File: src/rtl/main_control_fsm.sv
// Multi-cycle RISC-V main control FSM: fetch, decode, execute, memory and write-back sequencing.
// Optional macro MAIN_CTRL_HALT_EN: SYSTEM opcodes park the FSM in HALT instead of retiring like FENCE.
module main_control_fsm (
    input  logic       clk,
    input  logic       rst,
    input  logic [6:0] opcode,
    input  logic       branch_taken,
    input  logic       mem_ready,
    output logic       mem_req,
    output logic       mem_we,
    output logic [1:0] ALUOP,
    output logic       alu_src_b,
    output logic       ir_we,
    output logic       pc_we,
    output logic       rf_we,
    output logic [1:0] pc_src,
    output logic [1:0] wb_sel,
    output logic       illegal,
    output logic [2:0] state
);

    localparam logic [6:0] OP_R      = 7'b0110011;
    localparam logic [6:0] OP_IALU   = 7'b0010011;
    localparam logic [6:0] OP_LUI    = 7'b0110111;
    localparam logic [6:0] OP_AUIPC  = 7'b0010111;
    localparam logic [6:0] OP_LOAD   = 7'b0000011;
    localparam logic [6:0] OP_STORE  = 7'b0100011;
    localparam logic [6:0] OP_BRANCH = 7'b1100011;
    localparam logic [6:0] OP_JAL    = 7'b1101111;
    localparam logic [6:0] OP_JALR   = 7'b1100111;
    localparam logic [6:0] OP_FENCE  = 7'b0001111;
    localparam logic [6:0] OP_SYSTEM = 7'b1110011;

    typedef enum logic [2:0] {
        S_IDLE   = 3'd0,
        S_FETCH  = 3'd1,
        S_DECODE = 3'd2,
        S_EXEC   = 3'd3,
        S_MEM    = 3'd4,
        S_WB     = 3'd5,
        S_TRAP   = 3'd6,
        S_HALT   = 3'd7
    } state_t;

    typedef enum logic [3:0] {
        CL_R, CL_IALU, CL_UPPER, CL_LOAD, CL_STORE,
        CL_BRANCH, CL_JUMP, CL_FENCE, CL_SYSTEM, CL_ILLEGAL
    } class_t;

    state_t r_state;
    state_t w_next_state;
    class_t r_class;
    class_t w_class;

    // Opcode to instruction class; only sampled while in DECODE
    always_comb begin
        w_class = CL_ILLEGAL;
        case (opcode)
            OP_R:              w_class = CL_R;
            OP_IALU:           w_class = CL_IALU;
            OP_LUI, OP_AUIPC:  w_class = CL_UPPER;
            OP_LOAD:           w_class = CL_LOAD;
            OP_STORE:          w_class = CL_STORE;
            OP_BRANCH:         w_class = CL_BRANCH;
            OP_JAL, OP_JALR:   w_class = CL_JUMP;
            OP_FENCE:          w_class = CL_FENCE;
`ifdef MAIN_CTRL_HALT_EN
            OP_SYSTEM:         w_class = CL_SYSTEM;
`else
            OP_SYSTEM:         w_class = CL_FENCE;
`endif
            default:           w_class = CL_ILLEGAL;
        endcase
    end

    always_ff @(posedge clk or posedge rst) begin
        if (rst) begin
            r_state <= S_IDLE;
            r_class <= CL_ILLEGAL;
        end else begin
            r_state <= w_next_state;
            if (r_state == S_DECODE) begin
                r_class <= w_class;
            end
        end
    end

    // Next state and control outputs; outputs are decoded from the state flop so reset clears them at once
    always_comb begin
        w_next_state = r_state;
        mem_req      = 1'b0;
        mem_we       = 1'b0;
        ALUOP        = 2'b00;
        alu_src_b    = 1'b0;
        ir_we        = 1'b0;
        pc_we        = 1'b0;
        rf_we        = 1'b0;
        pc_src       = 2'b00;
        wb_sel       = 2'b00;
        illegal      = 1'b0;
        case (r_state)
            S_IDLE: w_next_state = S_FETCH;
            S_FETCH: begin
                mem_req = 1'b1;
                if (mem_ready) begin
                    ir_we        = 1'b1;
                    w_next_state = S_DECODE;
                end
            end
            S_DECODE: begin
                if (w_class == CL_ILLEGAL) begin
                    w_next_state = S_TRAP;
`ifdef MAIN_CTRL_HALT_EN
                end else if (w_class == CL_SYSTEM) begin
                    w_next_state = S_HALT;
`endif
                end else begin
                    w_next_state = S_EXEC;
                end
            end
            S_EXEC: begin
                case (r_class)
                    CL_R: begin
                        ALUOP        = 2'b10;
                        w_next_state = S_WB;
                    end
                    CL_IALU: begin
                        ALUOP        = 2'b10;
                        alu_src_b    = 1'b1;
                        w_next_state = S_WB;
                    end
                    CL_UPPER, CL_JUMP: begin
                        alu_src_b    = 1'b1;
                        w_next_state = S_WB;
                    end
                    CL_LOAD, CL_STORE: begin
                        alu_src_b    = 1'b1;
                        w_next_state = S_MEM;
                    end
                    CL_BRANCH: begin
                        ALUOP        = 2'b01;
                        pc_we        = 1'b1;
                        pc_src       = branch_taken ? 2'b01 : 2'b00;
                        w_next_state = S_FETCH;
                    end
                    default: begin
                        pc_we        = 1'b1;
                        w_next_state = S_FETCH;
                    end
                endcase
            end
            S_MEM: begin
                mem_req = 1'b1;
                mem_we  = (r_class == CL_STORE);
                if (mem_ready) begin
                    if (r_class == CL_STORE) begin
                        pc_we        = 1'b1;
                        w_next_state = S_FETCH;
                    end else begin
                        w_next_state = S_WB;
                    end
                end
            end
            S_WB: begin
                rf_we        = 1'b1;
                pc_we        = 1'b1;
                w_next_state = S_FETCH;
                if (r_class == CL_LOAD) begin
                    wb_sel = 2'b01;
                end else if (r_class == CL_JUMP) begin
                    wb_sel = 2'b10;
                    pc_src = 2'b10;
                end
            end
            S_TRAP: illegal = 1'b1;
            S_HALT: w_next_state = S_HALT;
            default: w_next_state = S_IDLE;
        endcase
    end

    assign state = r_state;

endmodule
File: config.mk
export PLATFORM = sky130hd
export DESIGN_NAME = main_control_fsm
export DESIGN_NICKNAME = d
export VERILOG_FILES = /design/src/rtl/main_control_fsm.sv
export SDC_FILE = /design/constraint.sdc
export NUM_CORES = 1
export LEC_CHECK = 0
export CAP_MARGIN = 20
export CORE_MARGIN = 4
export CORE_UTILIZATION = 36
export DETAILED_ROUTE_END_ITERATION = 10
export PLACE_DENSITY = 0.73
export SYNTH_ARGS = -nofsm -noshare
export SYNTH_HDL_FRONTEND = slang
export SYNTH_SLANG_ARGS = --single-unit
File: constraint.sdc
create_clock -name clk -period 1.35 [get_ports clk]
set_input_delay 0.2025 -clock clk [delete_from_list [all_inputs] [get_ports clk]]
set_output_delay 0.2025 -clock clk [all_outputs]
set_load 0.005 [all_outputs]
==> metrics.yaml <==
clock_network:
  cts_sinks: 7
  cts_tree: "built"
  cts_buffers: 3
  root_buffer: "clkbuf_4"
  clk_latency_ps: 270
  cts-htree-levels: 1
  cts_buffer_depth: 2
  path_clk_slew_ps: 60
route:
  vias: 964
  drt_drc_violations_left: 0
  drt_iter0_drc: 29
  wl_per_cell_um: 20.30
  wl_um: 3268
  via_per_inst: 5.988
  dr.pass1.iters: 4
  ant_nets: 0
power:
  p_sw_w: 0.0009672
  p_comb_frac: 0.716
  seq_power_share: 0.196
  switching_share: 0.4196
  leakagePower_nw: 0.6463
  clock_power_share: 0.088
  vdd_drop_max_mv: 1.326
  intPower_w: 0.001338
  p_per_area_nw_per_um2: 1699
yosys:
  yosysUniqueCellTypes: 38
  ys.flop_type: "dfrtp_1"
  synth_seq_cells: 7
  synth_top_cells_by_count: "a21oi_1 (9), nand2_1 (6), nor2_1 (6), nor3_1 (6)"
  synth_top_area_frac: 0.2020
  postSynthCellCount: 80
  async_reset_ff_frac: 1.000
  yosysWarnings: 0
  netlist_top_cells_area: "dfrtp_1 (20%), dfstp_2 (8.5%), a21oi_1 (7.3%)"
  syn_area_um2: 619.3
  synth_top_cell_by_area: "dfrtp_1"
  yosysMostFrequentCell: "a21oi_1"
  syn-num-nets: 91
  yosysSeqAreaShare: 0.2869
  synth_area_per_cell_um2: 7.742
  synth_edf_count: 0
worst_setup_path:
  worstPathRequired_ps: 1150
  worstSetupStartpointType: "flop"
  cp_slowest_cell: "dfrtp_1"
  crit_chain: "buf_6 -> nor4b_4 -> a21oi_2 -> o32ai_2 -> buf_2"
  slowest_delay_ps: 410
  critPathBufInv: 2
  critical-path-top-delay-family: "flip-flops"
  worst-path-max-fanout: 2
  path_class: "reg2out"
  endpoint_kind: "output port"
  cp_data_arrival_time_ps: 1470
place:
  port_buffers: 26
  dp_slack_ps: -415.1
  placed_area_um2: 1071
  hpwl_um: 1684
  routabilityCongestion: 0.7740
sta:
  setup_slack_ps: -319.4
  fin_skew_ps: 14.80
  hold_viol: 0
  timing.slew.headroom: 0.7896
  finalSetupViolCount: 14
  max_freq_ghz: 0.5990
  setup-tns-final_ps: -2971
  post-route-period-util: 1.237
  maxSlewViolCount: 0
  rsz0062_at_grt: "yes"
  period_needed_ps: 1669
  tightest_slew_ps: 315.2
die:
  ios: 27
  rows: 14
  initial_core_util: 0.3973
  dieWidth_um: 49.48
  die_area_um2: 2448
  coreArea_um2: 1559
  die_h_um: 49.48
global_routing:
  grt_overflow: 0
  grt_pass1_wl_um: 4547
  grt_max_degree: 9
  grt_usage: 0.2441
  antenna_found_initial: 0
  grt_pass1_vias: 924
hold_path:
  hold_path.class: "in2async"
final_layout:
  syn_to_final_growth_pct: 119.0
  layout.nets: 157
  fin_area_um2: 1356
  n_antenna_cell: 0
  drive_gt1_frac: 0.6207
status:
  status: "finished with violations"
  violations: "negative setup slack"
job:
  maxCapViolCount: 0
==> path summary, 6_finish.rpt <==
check / startpoint / endpoint / slack [ps] / cells past startpoint
max: r_class[1]$_DFFE_PP0P_ / pc_we / -320 / 5
min: rst / r_class[1]$_DFFE_PP0P_ / 180 / 2
max reg2reg: r_class[3]$_DFFE_PP1P_ / state[0]$_DFFE_PP0P_ / -170 / 6
min reg2reg: state[2]$_DFFE_PP0P_ / state[2]$_DFFE_PP0P_ / 750 / 3
max in group asynchronous: rst / r_class[0]$_DFFE_PP1P_ / 880 / 2
min in group clk: opcode[2] / r_class[1]$_DFFE_PP0P_ / 550 / 4
==> kinds of logic after synthesis <==
| logic type | Yosys count | synth area share |
|---|---|---|
| simple gates | 43 | 0.4121 |
| mux | 1 | 0.01616 |
| compound gates | 22 | 0.2384 |
| buf+inv | 7 | 0.04645 |
| flops | 7 | 0.2869 |
==> per-layer routing <==
layer	GRT usage	up-vias	wire (um)
met3	0.05120	27	189
met5	0	-	0
li1	-	426	-
met2	0.4554	48	1716
met4	0.06912	0	181
met1	0.2772	463	1180
==> area by class of cell <==
| cell class | count | area [um2] |
|---|---|---|
| Inverter | 4 | 15.01 |
| Fill cell | 75 | 202.7 |
| Timing Repair Buffer | 64 | 521.8 |
| Clock buffer | 4 | 26.28 |
| Sequential cell | 7 | 178.9 |
| Tap cell | 16 | 20.02 |
| Multi-Input combinational cell | 66 | 594.3 |
==> sequential cells by signal (all words and copies together) (netlist names) <==
name and flops:
r_class 4, state 3
==> cell usage in the layout (no fill, tap or decap), types with 2 or more instances in the layout <==
| cell | netlist | layout |
|---|---|---|
| dfrtp_1 | 5 | 4 |
| dlymetal6s2s_1 | 0 | 3 |
| buf_2 | 2 | 13 |
| nor3b_2 | 1 | 3 |
| nor2_4 | 0 | 2 |
| o21ai_1 | 1 | 2 |
| nand2_2 | 0 | 2 |
| clkbuf_4 | 0 | 3 |
| a21oi_2 | 0 | 3 |
| buf_6 | 0 | 12 |
| clkdlybuf4s50_1 | 0 | 5 |
| dlygate4sd2_1 | 0 | 3 |
| inv_1 | 4 | 4 |
| a21oi_1 | 9 | 5 |
| nor3_1 | 6 | 2 |
| nand2b_4 | 0 | 3 |
| buf_4 | 0 | 27 |
| nand2_1 | 6 | 4 |
| nor2_1 | 6 | 5 |
| nor3_2 | 0 | 3 |
| dfstp_2 | 2 | 2 |
==> stage by stage <==
step,total power [W],util,std cells,hold slack (ps)
floorplan,0.0008505,-,80,4.446
global placement,0.001446,0.6870,143,442.6
detailed placement,0.001477,0.6870,143,449.9
CTS,0.001981,0.7953,157,180.5
global route,0.002422,0.8700,161,197.3
finish,0.002305,0.8700,161,184.7
==> repair_timing <==
item                                    4_1_cts  5_1_grt
buffers inserted                             10        4
endpoints found under the setup margin       19       21
pin swaps                                    12        9
resized for setup                            87       24
hold buffers                                  0        0
==> power by group through the flow <==
| stage | combinational, W | sequential [W] | clock (W) |
|---|---|---|---|
| 2_1_floorplan | 0.000432 | 0.000419 | 0 |
| 3_3_place_gp | 0.00104 | 0.000409 | 0 |
| 3_5_place_dp | 0.00106 | 0.000420 | 0 |
| 4_1_cts | 0.00137 | 0.000419 | 0.000194 |
| 5_1_grt | 0.00174 | 0.000458 | 0.000223 |
| 6_report | 0.00165 | 0.000451 | 0.000203 |
No activity file was read; power rests on OpenSTA's default activity.
==> edit, RTL diff (same flow settings) <==
Encoding of `class_t`: now one-hot (10 bits for 10 values).
--- a/src/rtl/main_control_fsm.sv
+++ b/src/rtl/main_control_fsm.sv
@@ -42,9 +42,9 @@
         S_HALT   = 3'd7
     } state_t;
 
-    typedef enum logic [3:0] {
-        CL_R, CL_IALU, CL_UPPER, CL_LOAD, CL_STORE,
-        CL_BRANCH, CL_JUMP, CL_FENCE, CL_SYSTEM, CL_ILLEGAL
+    typedef enum logic [9:0] {
+        CL_R = 10'b0000000001, CL_IALU = 10'b0000000010, CL_UPPER = 10'b0000000100, CL_LOAD = 10'b0000001000, CL_STORE = 10'b0000010000,
+        CL_BRANCH = 10'b0000100000, CL_JUMP = 10'b0001000000, CL_FENCE = 10'b0010000000, CL_SYSTEM = 10'b0100000000, CL_ILLEGAL = 10'b1000000000
     } class_t;
 
     state_t r_state;
Check against the original RTL: same outputs for any inputs over 10 cycles, from zero or initial values and one cycle with rst high; not proved beyond that.
==> edit against the original RTL <==
- the flow still finishes with violations (setup timing)
- die area increased by 46%
- hold slack improved by 0.075 ns
- power increased by 79%
- cell area increased by 52%
- area after synthesis increased by 56%
- synthesized cell count increased by 43%
- critical endpoint is now wb_sel[1]
- wire length increased by 31%
- sequential cell count increased by 5
- non-clock buffer count increased by 33
- largest cell class unchanged
- setup slack got worse by 0.66 ns
==> edit: results (changes against the original RTL) <==
- The met2 layer usage reported by global route is 46.8% (+1.2 points).
- The CTS H-tree depth was 1 (unchanged).
- Peak supply drop: 1800 uV (+36%)
* Wire length the detailed router placed on met1: 1650 um (+40%)
* Sum of met2 wire segment lengths after detailed routing: 2250 um (+31%)
- Seq. cell area: 305 sq um (+71%)
- Net Switching: 0.00168 W (+74%)
- Detailed Place HPWL: 2420 um (+44%)
- Net count of the mapped netlist: 125 (+37%)
- The clock slew at the register clock pins of the worst setup and hold paths came to 0.08 ns (+0.02 ns).
* Crit path DAT: 2.13 ns (+0.66 ns)
- The fraction of met3 tracks used by global routing came to 3.46% (-1.7 points).
* Total wirelength of the detailed-routed design: 4290 um (+31%)
- The wire length of the first global-routing pass is 6400 um (+41%).
- The slack of the critical path is -0.984 ns (-0.664 ns).
- The number of flip-flops in the largest register came to 9 (+5).
- The setup total negative slack was -12.51 ns (-9.54 ns).
- Number of library cell types mapped by synthesis: 46 (+21%)
- DP Area: 1640 sq um (+54%)
- Biggest area contributors in the synthesized netlist: sky130_fd_sc_hd__dfrtp_1 29%, sky130_fd_sc_hd__nand2_1 5.8%, sky130_fd_sc_hd__nor2_1 4.7%, sky130_fd_sc_hd__nor4b_1 4.5%, sky130_fd_sc_hd__dfstp_2 2.7%
* Largest fanout on the critical path: 2 (unchanged)
- Fill count: 137 (+83%)
- The total setup violations reported at the end of the flow was 25 (+11).
- Largest net degree at the start of global routing: 13 (+4)
- Actual transition at the worst max-transition pin: 0.455 ns (+0.140 ns)
- Length of routed met3 wiring: 231 um (+22%)
- Ranked by instance count, the synthesized netlist is headed by 15 x sky130_fd_sc_hd__nand2_1, 12 x sky130_fd_sc_hd__nor2_1, 11 x sky130_fd_sc_hd__dfrtp_1.
- The number of warnings printed during yosys synthesis was 0 (unchanged).
* Last weighted congestion value of the routability-driven placer: 0.858 (+11%)
* Layout Skew: 0.00916 ns (-0.00564 ns)
* Met1 usage in global routing: 24.3% (-3.4 points)
* Leakage power total: 0.977 nW (+51%)
* Vias in the first global route: 1,397 (+51%)
* Failing checks: setup timing
- DR iter-0 viols: 57 (+97%)
- Detailed-route via count: 1,337 (+39%)
* Predominant post-synthesis flop cell: sky130_fd_sc_hd__dfrtp_1
* First-pass DRT Iterations: 4 (unchanged)
- Largest buffer count on any clock path: 2 (unchanged)
- Run status: finished with violations
- Share of layout cells above drive strength 1: 64.4% (+2.4 points)
- The global-route usage over all layers is 24.0% (-0.37 points).
- Net count reported at finish: 220 (+40%)
- Hold WC Path Type: primary input to asynchronous set/reset pin
* Async S/R FF share, synth: 100% (unchanged)
- Sequential cell area fraction in the yosys report: 31.3% (+2.6 points)
edit: cell count changes after synthesis, moves of 3 or more:
cell	before	now
sky130_fd_sc_hd__nor2_1	6	12
sky130_fd_sc_hd__and3b_1	0	3
sky130_fd_sc_hd__nor4b_1	1	5
sky130_fd_sc_hd__clkbuf_1	1	5
sky130_fd_sc_hd__nand2_1	6	15
sky130_fd_sc_hd__dfrtp_1	5	11
sky130_fd_sc_hd__nor3b_1	3	0
sky130_fd_sc_hd__o31ai_1	0	3
sky130_fd_sc_hd__a21oi_1	9	3
edit: layout make-up:
cell class / count / area share (%)
Multi-Input combinational cell: 93 / 42.0
Timing Repair Buffer: 97 / 39.4
Sequential cell: 12 / 14.8
Tap cell: 30 / 1.82
Clock buffer: 4 / 1.28
Inverter: 2 / 0.729
edit: worst max-delay path, cell delays in order (launching register included):
cell,delay (ns)
sky130_fd_sc_hd__dfrtp_1,0.41
sky130_fd_sc_hd__or4_4,0.53
sky130_fd_sc_hd__or3_4,0.37
sky130_fd_sc_hd__nor4_4,0.15
sky130_fd_sc_hd__buf_4,0.15
sky130_fd_sc_hd__and3b_1,0.15
sky130_fd_sc_hd__buf_2,0.11
edit: kinds of logic (layout without fill, tap and decap cells):
logic type      count (synthesis)  in the layout  share of synthesized area, %
xor+xnor                        4              4                          3.63
buf+inv                         9            103                          4.67
simple gates                   63             63                          40.6
compound gates                 26             26                          19.8
flops                          12             12                          31.3
edit: path summary, 6_finish.rpt:
| check | slack, ns | cells past startpoint | to | from |
|---|---|---|---|---|
| setup / recovery | -0.98 | 6 | wb_sel[1] | r_class[0] |
| hold reg to reg | 0.67 | 3 | r_class[9] | r_class[9] |
| setup reg to reg | -0.80 | 7 | state[0] | r_class[0] |
| hold / removal | 0.26 | 2 | r_class[5] | rst |
| max in group asynchronous | 0.74 | 2 | r_class[9] | rst |
| min in group clk | 0.61 | 3 | r_class[7] | opcode[0] |
edit: stage by stage:
step / total power [W] / util (%) / cells / setup slack, ns
CTS: 0.00367 / 76.4 / 235 / -1.12
detailed placement: 0.00269 / 65.2 / 213 / -0.958
floorplan: 0.00165 / - / 114 / -0.491
global route: 0.00435 / 81.6 / 238 / -1.05
finish: 0.00413 / 81.6 / 238 / -0.984
global placement: 0.00264 / 65.2 / 213 / -0.915
edit: power by group through the flow:
stage          Clock [W]  Combinational [W]  Sequential (W)
2_1_floorplan          0            0.00103        0.000620
3_3_place_gp           0            0.00198        0.000652
3_5_place_dp           0            0.00203        0.000659
4_1_cts         0.000229            0.00282        0.000618
5_1_grt         0.000250            0.00345        0.000657
6_report        0.000229            0.00326        0.000650
edit: repair_timing:
action,CTS,global route
setup buffers,18,9
pin swaps,15,14
resized for setup,107,27
cloned,0,0
endpoints found under the setup margin,27,28
